File: src/rtl/nn_output_argmax.sv
// Output stage: latches the final-layer vector, scans it for the signed maximum
// and its index, pulses o_done, and serves the latched values for sequential readback.
`ifndef dataWidth
`define dataWidth 16
`endif

module nn_output_argmax #(
    parameter int NUM_INPUT  = 10,
    parameter int DATA_WIDTH = `dataWidth,
    parameter int IDX_WIDTH  = $clog2(NUM_INPUT)
) (
    input  logic                          clk,
    input  logic                          rst,
    input  logic [NUM_INPUT*DATA_WIDTH-1:0] i_data,
    input  logic                          i_valid,
    output logic                          o_busy,
    output logic [31:0]                   o_idx,
    output logic [DATA_WIDTH-1:0]         o_max,
    output logic                          o_done,
    input  logic                          rd_req,
    output logic [DATA_WIDTH-1:0]         rd_data,
    output logic [1:0]                    dbg_state
);

    // Handshake: i_valid and rd_req are single-cycle strobes with no ready;
    // i_valid is taken only in IDLE and silently dropped otherwise, rd_req is always taken.
    localparam logic [1:0] ST_IDLE = 2'd0;
    localparam logic [1:0] ST_SCAN = 2'd1;
    localparam logic [1:0] ST_DONE = 2'd2;
    localparam logic [IDX_WIDTH-1:0] LAST_IDX = IDX_WIDTH'(NUM_INPUT - 1);

    logic [1:0]            state;
    logic [DATA_WIDTH-1:0] buf_q [NUM_INPUT];
    logic [DATA_WIDTH-1:0] cur_max;
    logic [IDX_WIDTH-1:0]  cur_idx;
    logic [IDX_WIDTH-1:0]  cnt;
    logic [IDX_WIDTH-1:0]  rd_ptr;
    logic [DATA_WIDTH-1:0] scan_elem;
    logic                  accept;

    assign scan_elem = buf_q[cnt];
    assign accept    = (state == ST_IDLE) && i_valid;
    assign dbg_state = state;

    always_ff @(posedge clk) begin
        if (rst) begin
            state   <= ST_IDLE;
            cur_max <= '0;
            cur_idx <= '0;
            cnt     <= '0;
            o_busy  <= 1'b0;
            o_done  <= 1'b0;
            o_idx   <= '0;
            o_max   <= '0;
            rd_data <= '0;
            rd_ptr  <= '0;
            for (int k = 0; k < NUM_INPUT; k++) begin
                buf_q[k] <= '0;
            end
        end else begin
            o_done <= 1'b0;
            // Registered from state so busy spans the first SCAN edge through the o_done cycle.
            o_busy <= (state != ST_IDLE);
            case (state)
                ST_IDLE: begin
                    if (i_valid) begin
                        for (int k = 0; k < NUM_INPUT; k++) begin
                            buf_q[k] <= i_data[k*DATA_WIDTH +: DATA_WIDTH];
                        end
                        cur_max <= i_data[DATA_WIDTH-1:0];
                        cur_idx <= '0;
                        cnt     <= IDX_WIDTH'(1);
                        state   <= ST_SCAN;
                    end
                end
                ST_SCAN: begin
                    // Strict compare keeps the lowest index on ties.
                    if ($signed(scan_elem) > $signed(cur_max)) begin
                        cur_max <= scan_elem;
                        cur_idx <= cnt;
                    end
                    if (cnt == LAST_IDX) begin
                        state <= ST_DONE;
                    end else begin
                        cnt <= cnt + IDX_WIDTH'(1);
                    end
                end
                ST_DONE: begin
                    o_done <= 1'b1;
                    o_idx  <= {{(32-IDX_WIDTH){1'b0}}, cur_idx};
                    o_max  <= cur_max;
                    state  <= ST_IDLE;
                end
                default: state <= ST_IDLE;
            endcase

            // A simultaneous accept restarts readback and returns the new element 0.
            if (accept) begin
                rd_ptr <= '0;
                if (rd_req) begin
                    rd_data <= i_data[DATA_WIDTH-1:0];
                end
            end else if (rd_req) begin
                rd_data <= buf_q[rd_ptr];
                rd_ptr  <= (rd_ptr == LAST_IDX) ? '0 : rd_ptr + IDX_WIDTH'(1);
            end
        end
    end

endmodule

File: config.mk
export PLATFORM = sky130hd
export DESIGN_NAME = nn_output_argmax
export DESIGN_NICKNAME = d
export VERILOG_FILES = /design/src/rtl/nn_output_argmax.sv
export SDC_FILE = /design/constraint.sdc
export NUM_CORES = 1
export LEC_CHECK = 0
export BUFFER_PORTS_ARGS = -buffer_cell sky130_fd_sc_hd__buf_4
export CORE_MARGIN = 3
export CORE_UTILIZATION = 50
export CTS_BUF_LIST = sky130_fd_sc_hd__clkbuf_4
export DETAILED_ROUTE_END_ITERATION = 10
export GPL_TIMING_DRIVEN = 0
export MAX_ROUTING_LAYER = met4
export PLACE_DENSITY = 0.79
export SYNTH_ARGS = -nofsm -noshare
export SYNTH_HDL_FRONTEND = slang
export SYNTH_SLANG_ARGS = --single-unit
File: constraint.sdc
create_clock -name clk -period 7.5 [get_ports clk]
set_input_delay 1.125 -clock clk [delete_from_list [all_inputs] [get_ports clk]]
set_output_delay 1.125 -clock clk [all_outputs]
set_load 0.05 [all_outputs]
### After elaboration in Yosys (flattened, before gate mapping)

Memories as Yosys holds them, arrays and structs flattened. A register that Yosys moved wholly into a read port is not among the register bits.
Cells that the tools add are included.

* bits in registers: 68
* memory bits (writable): 160
* word-level logic and storage cells: 77
* memories kept: 1

Memories
* buf_q: depth 10, width 16, rd ports 2, clocked after memory_dff 2, write ports 10, RTL line 33 `logic [DATA_WIDTH-1:0] buf_q [NUM_INPUT];`

* $add $sub $neg: 2
* magnitude comparators: 1
* eq/ne operators: 8
* multiplexer cells: 37
* bitwise operators: 10
* reduce and logical (&&, ||, !) cells: 8

Operators with widths (number)
* $mux W16: 15
* $mux W4: 9
* $pmux W16 S2: 1
* $gt A16 B16 Y1: 1
* $pmux W4 S2: 2
* $or A1 B1 Y1: 10
* $add A4 B1 Y4 const B: 2
* $eq A4 B4 Y1 const B: 2
* $ne A2 B2 Y1 const B: 4
* $mux W1: 7
* $reduce_and A3 Y1: 2
* $mux W2: 2
* $pmux W2 S2: 1
* $reduce_bool A2 Y1: 2
* $eq A2 B1 Y1 const B: 1
* $eq A2 B2 Y1 const B: 1
* $logic_not A2 Y1: 1
* $reduce_and A2 Y1: 1
* $reduce_or A2 Y1: 1
* $logic_and A1 B1 Y1: 1

### Logic depth before layout (Yosys ltp)

Gate-level depths: netlist (run 1).

* word-level depth: 5
* gate-level depth with buffers: 15

### Worst setup path before layout (run 1)

OpenSTA, ideal clock, no wires.

* path type: in2reg
* start: input port rst
* end: memory buf_q[0][0] (netlist bit), enable pin
* library setup time: 0.585 ns
* arrival time: 5.952 ns
* data required time: 6.915 ns
* path slack: 0.963 ns
* stages on the path: 3
* path buffers: 2
* path through: clkbuf_1 -> nand2b_1 -> clkbuf_1

RTL lines
* start: declaration: RTL line 13 `input logic rst,`
* end: declaration: RTL line 33

==> flow_summary.html, run 1 <==
<table>
<tr><th>Metric</th><th>Value</th></tr>
<tr><th colspan="2">Status</th></tr>
<tr><td>Result of the run</td><td>finished, final reports clean</td></tr>
<tr><th colspan="2">Logic synthesis</th></tr>
<tr><td>Number of flops mapped to enable cells by yosys</td><td>160</td></tr>
<tr><td>Proportion of synthesized flip-flops having asynchronous set or reset</td><td>0%</td></tr>
<tr><td>Count of unique library cells instantiated by Yosys</td><td>47</td></tr>
<tr><td>Flip-flop cell with the highest count after synthesis</td><td>edfxtp_1</td></tr>
<tr><td>Synth Warn #</td><td>0</td></tr>
<tr><td>Post-synth top area share</td><td>39.8%</td></tr>
<tr><td>Synthesized area per cell</td><td>around 12 um2</td></tr>
<tr><td>Largest area contributor in the netlist</td><td>edfxtp_1</td></tr>
<tr><td>Total standard cell area after synthesis</td><td>between 10000 and 15000 um2</td></tr>
<tr><td>Leading cell types by total area after synthesis</td><td>edfxtp_1 (40%), dfxtp_1 (13%), mux4_2 (12%), and2_1 (8.4%), a21oi_1 (3.3%)</td></tr>
<tr><td>Flip-flop and latch count after synthesis</td><td>between 200 and 250</td></tr>
<tr><td>Number of instances in the synthesized netlist</td><td>981</td></tr>
<tr><td>Sequential cell area fraction in the yosys report</td><td>a little over half</td></tr>
<tr><th colspan="2">Clock tree</th></tr>
<tr><td>Clock latency on the worst-skew pair</td><td>about 0.7 ns</td></tr>
<tr><td>Clock Sinks</td><td>roughly 240</td></tr>
<tr><td>Level count of the clock H-tree</td><td>2</td></tr>
<tr><td>Quantity of gates resized following cts</td><td>0</td></tr>
<tr><td>Number of post-CTS setup repair buffers</td><td>0</td></tr>
<tr><td>Clock tree from TritonCTS</td><td>done</td></tr>
<tr><td>Clock input transition at the sequential cells of the worst setup and hold paths</td><td>roughly 0.08 ns</td></tr>
<tr><td>CTS Buf Count</td><td>59</td></tr>
<tr><td>Maximum clock insertion buffer count</td><td>3</td></tr>
<tr><td>CTS root buffer</td><td>clkbuf_4</td></tr>
<tr><td>Hold bufs inserted after CTS</td><td>0</td></tr>
<tr><th colspan="2">STA</th></tr>
<tr><td>Total count of max-transition violations in the final report</td><td>0</td></tr>
<tr><td>Final worst-path cycle share</td><td>around 59%</td></tr>
<tr><td>Final number of hold-violating endpoints</td><td>0</td></tr>
<tr><td>Tightest Pin Transition</td><td>roughly 0.9 ns</td></tr>
<tr><td>Max transition margin</td><td>approximately two fifths</td></tr>
<tr><td>Setup repair after global routing missed its margin</td><td>no</td></tr>
<tr><td>Setup violations, final</td><td>0</td></tr>
<tr><td>Final hold slack</td><td>about 0.45 ns</td></tr>
<tr><td>Post-layout min period</td><td>4.40 ns</td></tr>
<tr><td>Worst clock skew</td><td>0.0462 ns</td></tr>
<tr><td>Top achievable clock speed</td><td>227 MHz</td></tr>
<tr><th colspan="2">Hold path</th></tr>
<tr><td>Hold Path Stages</td><td>2</td></tr>
<tr><td>Startpoint of the worst hold path</td><td>o_max[4]</td></tr>
<tr><td>Capture endpoint of the worst hold path</td><td>o_max[4]</td></tr>
<tr><td>Type of the most critical hold path</td><td>reg -&gt; reg</td></tr>
<tr><th colspan="2">Setup path</th></tr>
<tr><td>Terminus of the critical flop-to-flop path</td><td>cur_max[15]</td></tr>
<tr><td>Data required time at the worst endpoint</td><td>8.08 ns</td></tr>
<tr><td>Maximum net fanout on the critical path</td><td>10</td></tr>
<tr><td>R2r worst-path depth</td><td>12</td></tr>
<tr><td>Critical Path AT</td><td>between 4 and 5 ns</td></tr>
<tr><td>Worst reg2reg setup slack</td><td>3.10 ns</td></tr>
<tr><td>Class of the most critical setup path</td><td>reg -&gt; reg</td></tr>
<tr><td>Endpoint type of the worst setup path</td><td>register</td></tr>
<tr><td>Startpoint types</td><td>register</td></tr>
<tr><th colspan="2">Routing</th></tr>
<tr><td>Count of unresolved DRC violations after routing</td><td>0</td></tr>
<tr><td>Detailed Routing Iterations Pass 1</td><td>5</td></tr>
<tr><td>Per-cell routed wire length</td><td>between 15 and 20 um</td></tr>
<tr><td>Number of DRC markers after the initial detailed-route iteration</td><td>774</td></tr>
<tr><td>Detailed-route via count</td><td>9011</td></tr>
<tr><td>Routed Wire Length</td><td>between 30000 and 40000 um</td></tr>
<tr><td>Antenna-violating nets left</td><td>0</td></tr>
<tr><td>Number of vias per cell</td><td>about 5.5</td></tr>
<tr><th colspan="2">Cells and area</th></tr>
<tr><td>Register area</td><td>6330 um2</td></tr>
<tr><td>Final Instance Count excl. Fillers</td><td>about 1600</td></tr>
<tr><td>Layout cell share with drive strength beyond 1</td><td>between 30% and 40%</td></tr>
<tr><td>Fin nets</td><td>about 1500</td></tr>
<tr><td>Fill count</td><td>approximately 1800</td></tr>
<tr><td>Area growth from synthesis to layout</td><td>23.8%</td></tr>
<tr><td>Area taken by multi-input logic gates</td><td>5280 um2</td></tr>
<tr><th colspan="2">Placed design</th></tr>
<tr><td>Placed insts</td><td>about 1500</td></tr>
<tr><td>HPWL after detailed placement</td><td>around 25000 um</td></tr>
<tr><td>Routability cong.</td><td>roughly 1.0</td></tr>
<tr><td>Count of input and output buffers</td><td>just over 200</td></tr>
<tr><th colspan="2">Global routing</th></tr>
<tr><td>Overall fraction of global-route tracks in use</td><td>25.3%</td></tr>
<tr><td>Initial antenna violation count</td><td>2</td></tr>
<tr><td>First-pass GRT wire length</td><td>roughly 50000 um</td></tr>
<tr><td>Global route total overflow</td><td>0</td></tr>
<tr><td>Number of global-route vias before repair</td><td>between 8000 and 9000</td></tr>
<tr><td>Largest net degree at the start of global routing</td><td>just over 60</td></tr>
<tr><th colspan="2">Pwr</th></tr>
<tr><td>Peak supply drop</td><td>~110 uV</td></tr>
<tr><td>Seq pwr share</td><td>between 40% and 50%</td></tr>
<tr><td>Sw Share</td><td>28.2%</td></tr>
<tr><td>Static leakage</td><td>5.92 nW</td></tr>
<tr><td>Total power divided by cell area</td><td>224 nW/um2</td></tr>
<tr><td>Total power after layout</td><td>between 3 and 4 mW</td></tr>
<tr><td>Pint</td><td>around 2.4 mW</td></tr>
<tr><td>Switching power</td><td>about 940 uW</td></tr>
<tr><td>Combinational share of power</td><td>between 15 and 20%</td></tr>
<tr><td>Clock group share of total power</td><td>between 30% and 40%</td></tr>
<tr><th colspan="2">Die</th></tr>
<tr><td>Die Width</td><td>about 160 um</td></tr>
<tr><td>Starting utilization of the core area</td><td>51.2%</td></tr>
<tr><td>Number of core rows</td><td>between 50 and 60</td></tr>
<tr><td>Floorplan core area</td><td>23600 um2</td></tr>
<tr><td>Die Span Y</td><td>161 um</td></tr>
<tr><td>Boundary pin count</td><td>approximately 230</td></tr>
<tr><td>Die Area</td><td>approximately 26000 um2</td></tr>
<tr><th colspan="2">Flow run</th></tr>
<tr><td>Max-capacitance violation count</td><td>0</td></tr>
</table>
Yosys cell counts, types with 2 or more instances:
library cell and count:
nor2b_1 22, mux4_2 64, and2_1 162, ha_1 18, dfxtp_1 76, a211oi_2 9
inv_1 17, a41o_1 2, mux2i_1 33, edfxtp_1 160, nand4_1 5, nand2b_1 4
a21oi_1 79, mux2_2 32, a311oi_1 16, a221oi_1 16, clkbuf_1 50, nand3_1 2
buf_2 12, nor2_1 46, buf_1 7, o21ai_0 24, nand2_1 61, xnor2_1 2
or3_1 3, buf_4 30, a311oi_2 2, nor3_1 2, a211oi_1 7
per-layer routing:
layer | track usage [%] | vias up | share of wire (%)
li1 | - | 4192 | -
met1 | 32.7 | 4264 | 39
met2 | 39.4 | 477 | 48
met3 | 5.77 | 78 | 9.5
met4 | 9.35 | 0 | 3.3
met5 | - | - | 0
cell type report:
cell class                      count  area share, %
Sequential cell                   236           42.3
Multi-Input combinational cell    655           35.3
Timing Repair Buffer              204           10.5
Clock buffer                       89           4.47
Buffer                            100           3.44
Tap cell                          319           2.67
Clock inverter                     19          0.878
Inverter                           17          0.427
Antenna cell                        1         0.0167
cell usage in the layout (no fill, tap or decap), types with 3 or more instances in the layout:
| cell | Yosys | routed |
|---|---|---|
| mux4_2 | 64 | 64 |
| nand2_1 | 61 | 61 |
| mux2i_1 | 33 | 33 |
| nor2_1 | 46 | 46 |
| conb_1 | 1 | 28 |
| a21oi_1 | 79 | 79 |
| buf_2 | 12 | 12 |
| nand4_1 | 5 | 5 |
| and2_1 | 162 | 162 |
| mux2_2 | 32 | 32 |
| clkbuf_4 | 0 | 90 |
| edfxtp_1 | 160 | 160 |
| buf_4 | 30 | 232 |
| dfxtp_1 | 76 | 76 |
| inv_1 | 17 | 17 |
| a311oi_1 | 16 | 16 |
| clkbuf_1 | 50 | 49 |
| nand2b_1 | 4 | 4 |
| clkinv_1 | 0 | 13 |
| buf_1 | 7 | 7 |
| a221oi_1 | 16 | 16 |
| nor2b_1 | 22 | 22 |
| a211oi_2 | 9 | 9 |
| or3_1 | 3 | 3 |
| o21ai_0 | 24 | 24 |
| a211oi_1 | 7 | 7 |
| ha_1 | 18 | 18 |
per-stage QoR:
| step | setup slack (ns) | utilization [%] | instance area, um2 | TNS, ns |
|---|---|---|---|---|
| after floorplan | 0.963 | - | 12200 | 0 |
| after global placement | -1.13 | 59.7 | 14100 | -165.20 |
| after detailed placement | 3.24 | 60.0 | 14200 | 0 |
| after CTS | 3.19 | 63.3 | 15000 | 0 |
| after global routing | 2.92 | 63.4 | 15000 | 0 |
| final | 3.10 | 63.4 | 15000 | 0 |
registers in the layout, indices dropped and copies added (netlist names), 2 cells and up, named ones only:
signal and cells:
cnt 4, dbg_state 2, rd_ptr 4, o_idx 4, cur_max 16, cur_idx 4
buf_q 160, o_max 16, rd_data 16
cell families after synthesis:
family	Yosys count	synth area share, %
multiplexers	129	17.6
buffers and inverters	117	4.75
XOR/XNOR	3	0.218
AND/OR/NAND/NOR	314	14.2
adder cells (fa/ha/maj)	18	1.86
flip-flops	236	52.4
other	1	0.0310
AO/OA/AOI/OAI	163	8.96
power groups by stage:
stage,logic (mW),clock network [mW],registers (mW)
after detailed placement,0.646,0,1.60
after global placement,0.628,0,1.60
final,0.653,1.13,1.57
after CTS,0.649,1.15,1.57
after global routing,0.704,1.22,1.58
after floorplan,0.419,0,1.60
worst max-delay path by stage:
stage	start	endpoint	slack, ns	cells past startpoint
2_1_floorplan	rst	buf_q[0][0]	0.96	3
3_3_place_gp	rst	register	-1.13	5
3_5_place_dp	register	cur_max[3]	3.24	13
4_1_cts	register	cur_max[14]	3.19	12
5_1_grt	register	cur_max[15]	2.92	12
6_report	register	cur_max[15]	3.10	12
critical path, stage by stage (launching register included):
cell      delay [ns]
dfxtp_1         0.50
buf_1           0.68
mux4_2          0.42
mux2_2          0.31
nor2_1          0.10
a21oi_1         0.06
ha_1            0.42
nand4_2         0.20
a2111o_1        0.50
a41oi_2         0.45
buf_2           0.32
a21oi_1         0.11
a211oi_2        0.19
No activity file was read; power rests on OpenSTA's default activity.
==> inputs of run 2 (changes only) <==
ABC_AREA = 1   (was default)
clock period = 4.3 ns   (was 7.5 ns; I/O delays follow)
==> run 2 against run 1 <==
- synthesized cell count is 60% higher
- clock-buffer cell count up 5
- via count rose by 34%
- critical endpoint is now cur_max[7]
- largest power group unchanged
==> flow_summary.html, run 2 <==
<table>
<tr><th>Metric</th><th>Value</th></tr>
<tr><th colspan="2">STA</th></tr>
<tr><td>Setup repair after global routing missed its margin</td><td>no</td></tr>
<tr><td>Final number of hold-violating endpoints</td><td>0</td></tr>
<tr><td>Total count of max-transition violations in the final report</td><td>0</td></tr>
<tr><td>Worst clock skew</td><td>0.0395 ns</td></tr>
<tr><td>Top achievable clock speed</td><td>300 MHz</td></tr>
<tr><td>Post-layout min period</td><td>about 3.3 ns</td></tr>
<tr><td>Max transition margin</td><td>47.3%</td></tr>
<tr><td>Final worst-path cycle share</td><td>between 70% and 80%</td></tr>
<tr><td>Setup violations, final</td><td>0</td></tr>
<tr><td>Tightest Pin Transition</td><td>between 0.7 and 0.8 ns</td></tr>
<tr><th colspan="2">Setup path</th></tr>
<tr><td>Cells traversed along the worst timing path</td><td>buf_2 -&gt; buf_1 -&gt; a21oi_1 -&gt; o21ai_1 -&gt; nand3_1 -&gt; nand3_1 -&gt; nand2_1 -&gt; ha_1 -&gt; nand2_1 -&gt; nor2_1 -&gt; nand2_1 -&gt; nand2_1 -&gt; nand2_1 -&gt; nand3_1 -&gt; nand3_2 -&gt; buf_6 -&gt; buf_6 -&gt; a21oi_1 -&gt; nor2_1</td></tr>
<tr><td>Startpoint types</td><td>register</td></tr>
<tr><td>Slowest-stage cell, CP</td><td>buf_1</td></tr>
<tr><td>Most common cell type on the critical path</td><td>nand2_1</td></tr>
<tr><td>Maximum net fanout on the critical path</td><td>10</td></tr>
<tr><td>R2r worst-path depth</td><td>19</td></tr>
<tr><td>Combined buffer and inverter count along the critical path</td><td>4</td></tr>
<tr><td>Endpoint type of the worst setup path</td><td>register</td></tr>
<tr><td>Critical path depth in cells</td><td>19</td></tr>
<tr><td>Data required time at the worst endpoint</td><td>roughly 4.9 ns</td></tr>
<tr><td>Stage delay of the slowest cell on the critical path</td><td>0.58 ns</td></tr>
<tr><td>Dominant delay contributor by cell family on the critical path</td><td>buffers and inverters</td></tr>
<tr><td>Critical Path AT</td><td>3.93 ns</td></tr>
<tr><td>Class of the most critical setup path</td><td>reg -&gt; reg</td></tr>
<tr><th colspan="2">Global routing</th></tr>
<tr><td>Largest net degree at the start of global routing</td><td>49</td></tr>
<tr><td>Initial antenna violation count</td><td>1</td></tr>
<tr><td>Overall fraction of global-route tracks in use</td><td>32.1%</td></tr>
<tr><td>Number of global-route vias before repair</td><td>11227</td></tr>
<tr><td>First-pass GRT wire length</td><td>between 60000 and 70000 um</td></tr>
<tr><td>Global route total overflow</td><td>0</td></tr>
<tr><th colspan="2">Cells and area</th></tr>
<tr><td>Largest reg by FF count</td><td>buf_q</td></tr>
<tr><td>Max FFs per register</td><td>160</td></tr>
<tr><td>Fill count</td><td>2183</td></tr>
<tr><td>Layout cell share with drive strength beyond 1</td><td>between 20 and 25%</td></tr>
<tr><td>Fin nets</td><td>just over 2000</td></tr>
<tr><td>Most common cell after layout, fill and taps aside</td><td>inv_1</td></tr>
<tr><td>Area growth from synthesis to layout</td><td>22.9%</td></tr>
<tr><td>Final core utilization</td><td>between 60 and 70%</td></tr>
<tr><td>Leading cell types in the layout, fill and taps excluded</td><td>inv_1 (267), buf_4 (233), nand2_1 (218), nor2_1 (218), edfxtp_1 (160)</td></tr>
<tr><th colspan="2">Logic synthesis</th></tr>
<tr><td>Most frequently used cell type in the post-synthesis netlist</td><td>inv_1</td></tr>
<tr><td>Count of unique library cells instantiated by Yosys</td><td>30</td></tr>
<tr><td>Total standard cell area after synthesis</td><td>between 10000 and 15000 um2</td></tr>
<tr><td>Leading cell types by total area after synthesis</td><td>edfxtp_1 (38%), dfxtp_1 (12%), inv_1 (8.0%), nand2_1 (6.5%), nor2_1 (6.5%)</td></tr>
<tr><td>Sequential cell area fraction in the yosys report</td><td>about 50%</td></tr>
<tr><td>Leading cell types by count after synthesis</td><td>inv_1 (268), nand2_1 (218), nor2_1 (218)</td></tr>
<tr><td>Flip-flop and latch count after synthesis</td><td>236</td></tr>
<tr><td>Synthesized area per cell</td><td>between 8 and 9 um2</td></tr>
<tr><td>Proportion of synthesized flip-flops having asynchronous set or reset</td><td>0%</td></tr>
<tr><td>Largest area contributor in the netlist</td><td>edfxtp_1</td></tr>
<tr><td>Flip-flop cell with the highest count after synthesis</td><td>edfxtp_1</td></tr>
<tr><td>Synth Warn #</td><td>0</td></tr>
<tr><td>Post-synth top area share</td><td>38.1%</td></tr>
<tr><td>Number of flops mapped to enable cells by yosys</td><td>160</td></tr>
<tr><td>Number of instances in the synthesized netlist</td><td>approximately 1600</td></tr>
<tr><th colspan="2">Status</th></tr>
<tr><td>Result of the run</td><td>finished, final reports clean</td></tr>
<tr><th colspan="2">Routing</th></tr>
<tr><td>Detailed-route via count</td><td>12038</td></tr>
<tr><td>Count of unresolved DRC violations after routing</td><td>0</td></tr>
<tr><td>Per-cell routed wire length</td><td>~19 um</td></tr>
<tr><td>Number of vias per cell</td><td>approximately 5.4</td></tr>
<tr><td>Detailed Routing Iterations Pass 1</td><td>6</td></tr>
<tr><td>Antenna-violating nets left</td><td>0</td></tr>
<tr><td>Number of DRC markers after the initial detailed-route iteration</td><td>between 1000 and 1500</td></tr>
<tr><td>Routed Wire Length</td><td>between 40000 and 50000 um</td></tr>
<tr><th colspan="2">Clock tree</th></tr>
<tr><td>Level count of the clock H-tree</td><td>2</td></tr>
<tr><td>Quantity of gates resized following cts</td><td>0</td></tr>
<tr><td>Clock input transition at the sequential cells of the worst setup and hold paths</td><td>0.07 ns</td></tr>
<tr><td>Clock Sinks</td><td>236</td></tr>
<tr><td>Clock latency on the worst-skew pair</td><td>0.71 ns</td></tr>
<tr><td>Clock tree from TritonCTS</td><td>done</td></tr>
<tr><td>Number of post-CTS setup repair buffers</td><td>0</td></tr>
<tr><td>CTS root buffer</td><td>clkbuf_4</td></tr>
<tr><td>Maximum clock insertion buffer count</td><td>3</td></tr>
<tr><td>CTS Buf Count</td><td>61</td></tr>
<tr><td>Hold bufs inserted after CTS</td><td>0</td></tr>
<tr><th colspan="2">Die</th></tr>
<tr><td>Floorplan core area</td><td>24500 um2</td></tr>
<tr><td>Number of core rows</td><td>57</td></tr>
<tr><td>Die Span Y</td><td>between 150 and 200 um</td></tr>
<tr><td>Starting utilization of the core area</td><td>slightly above 50%</td></tr>
<tr><td>Die Area</td><td>~27000 um2</td></tr>
<tr><td>Boundary pin count</td><td>around 230</td></tr>
<tr><td>Die Width</td><td>~160 um</td></tr>
<tr><th colspan="2">Placed design</th></tr>
<tr><td>Routability cong.</td><td>1.03</td></tr>
<tr><td>HPWL after detailed placement</td><td>~33000 um</td></tr>
<tr><td>Count of input and output buffers</td><td>~200</td></tr>
<tr><th colspan="2">Pwr</th></tr>
<tr><td>Static leakage</td><td>between 7 and 8 nW</td></tr>
<tr><td>Total power divided by cell area</td><td>just under 400 nW/um2</td></tr>
<tr><td>Peak supply drop</td><td>201 uV</td></tr>
<tr><td>Total power after layout</td><td>about 6.0 mW</td></tr>
<tr><th colspan="2">Hold path</th></tr>
<tr><td>Type of the most critical hold path</td><td>in -&gt; reg</td></tr>
<tr><td>Hold Path Stages</td><td>3</td></tr>
<tr><th colspan="2">Flow run</th></tr>
<tr><td>Max-capacitance violation count</td><td>0</td></tr>
</table>
## run 2: cell types whose count changed in the layout (fill, tap and decap cells not counted), sizes merged, moves of 47 or more
cell and delta:
nand3 +116, buf +47, inv +252, nor2 +173
nand2 +157, and2 -162, o21ai +83, o211ai +95
mux4 -64
## run 2: through the flow
stage / worst slack (ns) / area [um2] / instances / setup TNS [ns] / hold slack (ns)
after floorplan: 0.126 / 12700 / 1597 / 0 / 0.430
after global placement: -0.869 / 14600 / 2123 / -135.50 / 0.449
after detailed placement: 1.10 / 14700 / 2126 / 0 / 0.459
after CTS: 1.07 / 15500 / 2236 / 0 / 0.187
after global routing: 0.718 / 15500 / 2237 / 0 / 0.191
final: 0.967 / 15500 / 2237 / 0 / 0.220
## run 2: path summary, 6_finish.rpt
path                    start           end  slack, ns
setup / recovery     register    cur_max[7]       0.97
hold / removal    i_data[123]  buf_q[7][11]       0.22
setup reg to reg     register    cur_max[7]       0.97
hold reg to reg    cur_idx[0]      o_idx[0]       0.47
## run 2: cell families (layout without fill, tap and decap cells)
kind of cell               after synthesis  after routing  share of synthesized area [%]
xor gates and xnor gates                 2              2                          0.139
AOI/OAI and AO/OA                      345            345                           16.0
DFF                                    236            236                           50.1
other                                    1             29                         0.0297
buffers and inverters                  406            721                           13.8
adders and majority gates               18             18                           1.79
and+or+nand+nor                        562            562                           18.1
## run 2: metal layers
layer | up-vias | global-route usage [%] | share of wire (%) | routed length (um)
li1 | 5727 | - | - | -
met1 | 5534 | 44.8 | 42 | 18300
met2 | 674 | 48.4 | 45 | 19500
met3 | 103 | 4.64 | 9.2 | 3960
met4 | 0 | 10.5 | 3.0 | 1270
met5 | - | - | 0 | 0
## run 2: final cells by class
| class | count | area, um2 | share of cell area [%] |
|---|---|---|---|
| well taps | 324 | 405 | 2.62 |
| clock inverters | 16 | 91.3 | 0.589 |
| inverters | 271 | 1020 | 6.59 |
| multi-input cells | 955 | 4650 | 30.0 |
| repair buffers | 205 | 1580 | 10.2 |
| plain buffers | 135 | 721 | 4.65 |
| clock buffers | 94 | 706 | 4.55 |
| flip-flops and latches | 236 | 6330 | 40.8 |
| diodes | 1 | 2.50 | 0.0161 |
## run 2: worst reg2reg max path: stages (launching register included)
cell     delay (ns)
dfxtp_1        0.30
buf_2          0.25
buf_1          0.58
a21oi_1        0.08
o21ai_1        0.11
nand3_1        0.11
nand3_1        0.17
nand2_1        0.08
ha_1           0.30
nand2_1        0.06
nor2_1         0.20
nand2_1        0.08
nand2_1        0.09
nand2_1        0.07
nand3_1        0.08
nand3_2        0.11
buf_6          0.16
buf_6          0.14
a21oi_1        0.19
nor2_1         0.06
## run 2: power breakdown
group / total [mW] / internal [mW] / switching [mW]
Combinational: 1.30 / 0.445 / 0.851
Clock: 1.97 / 1.05 / 0.924
Sequential: 2.70 / 2.61 / 0.0879
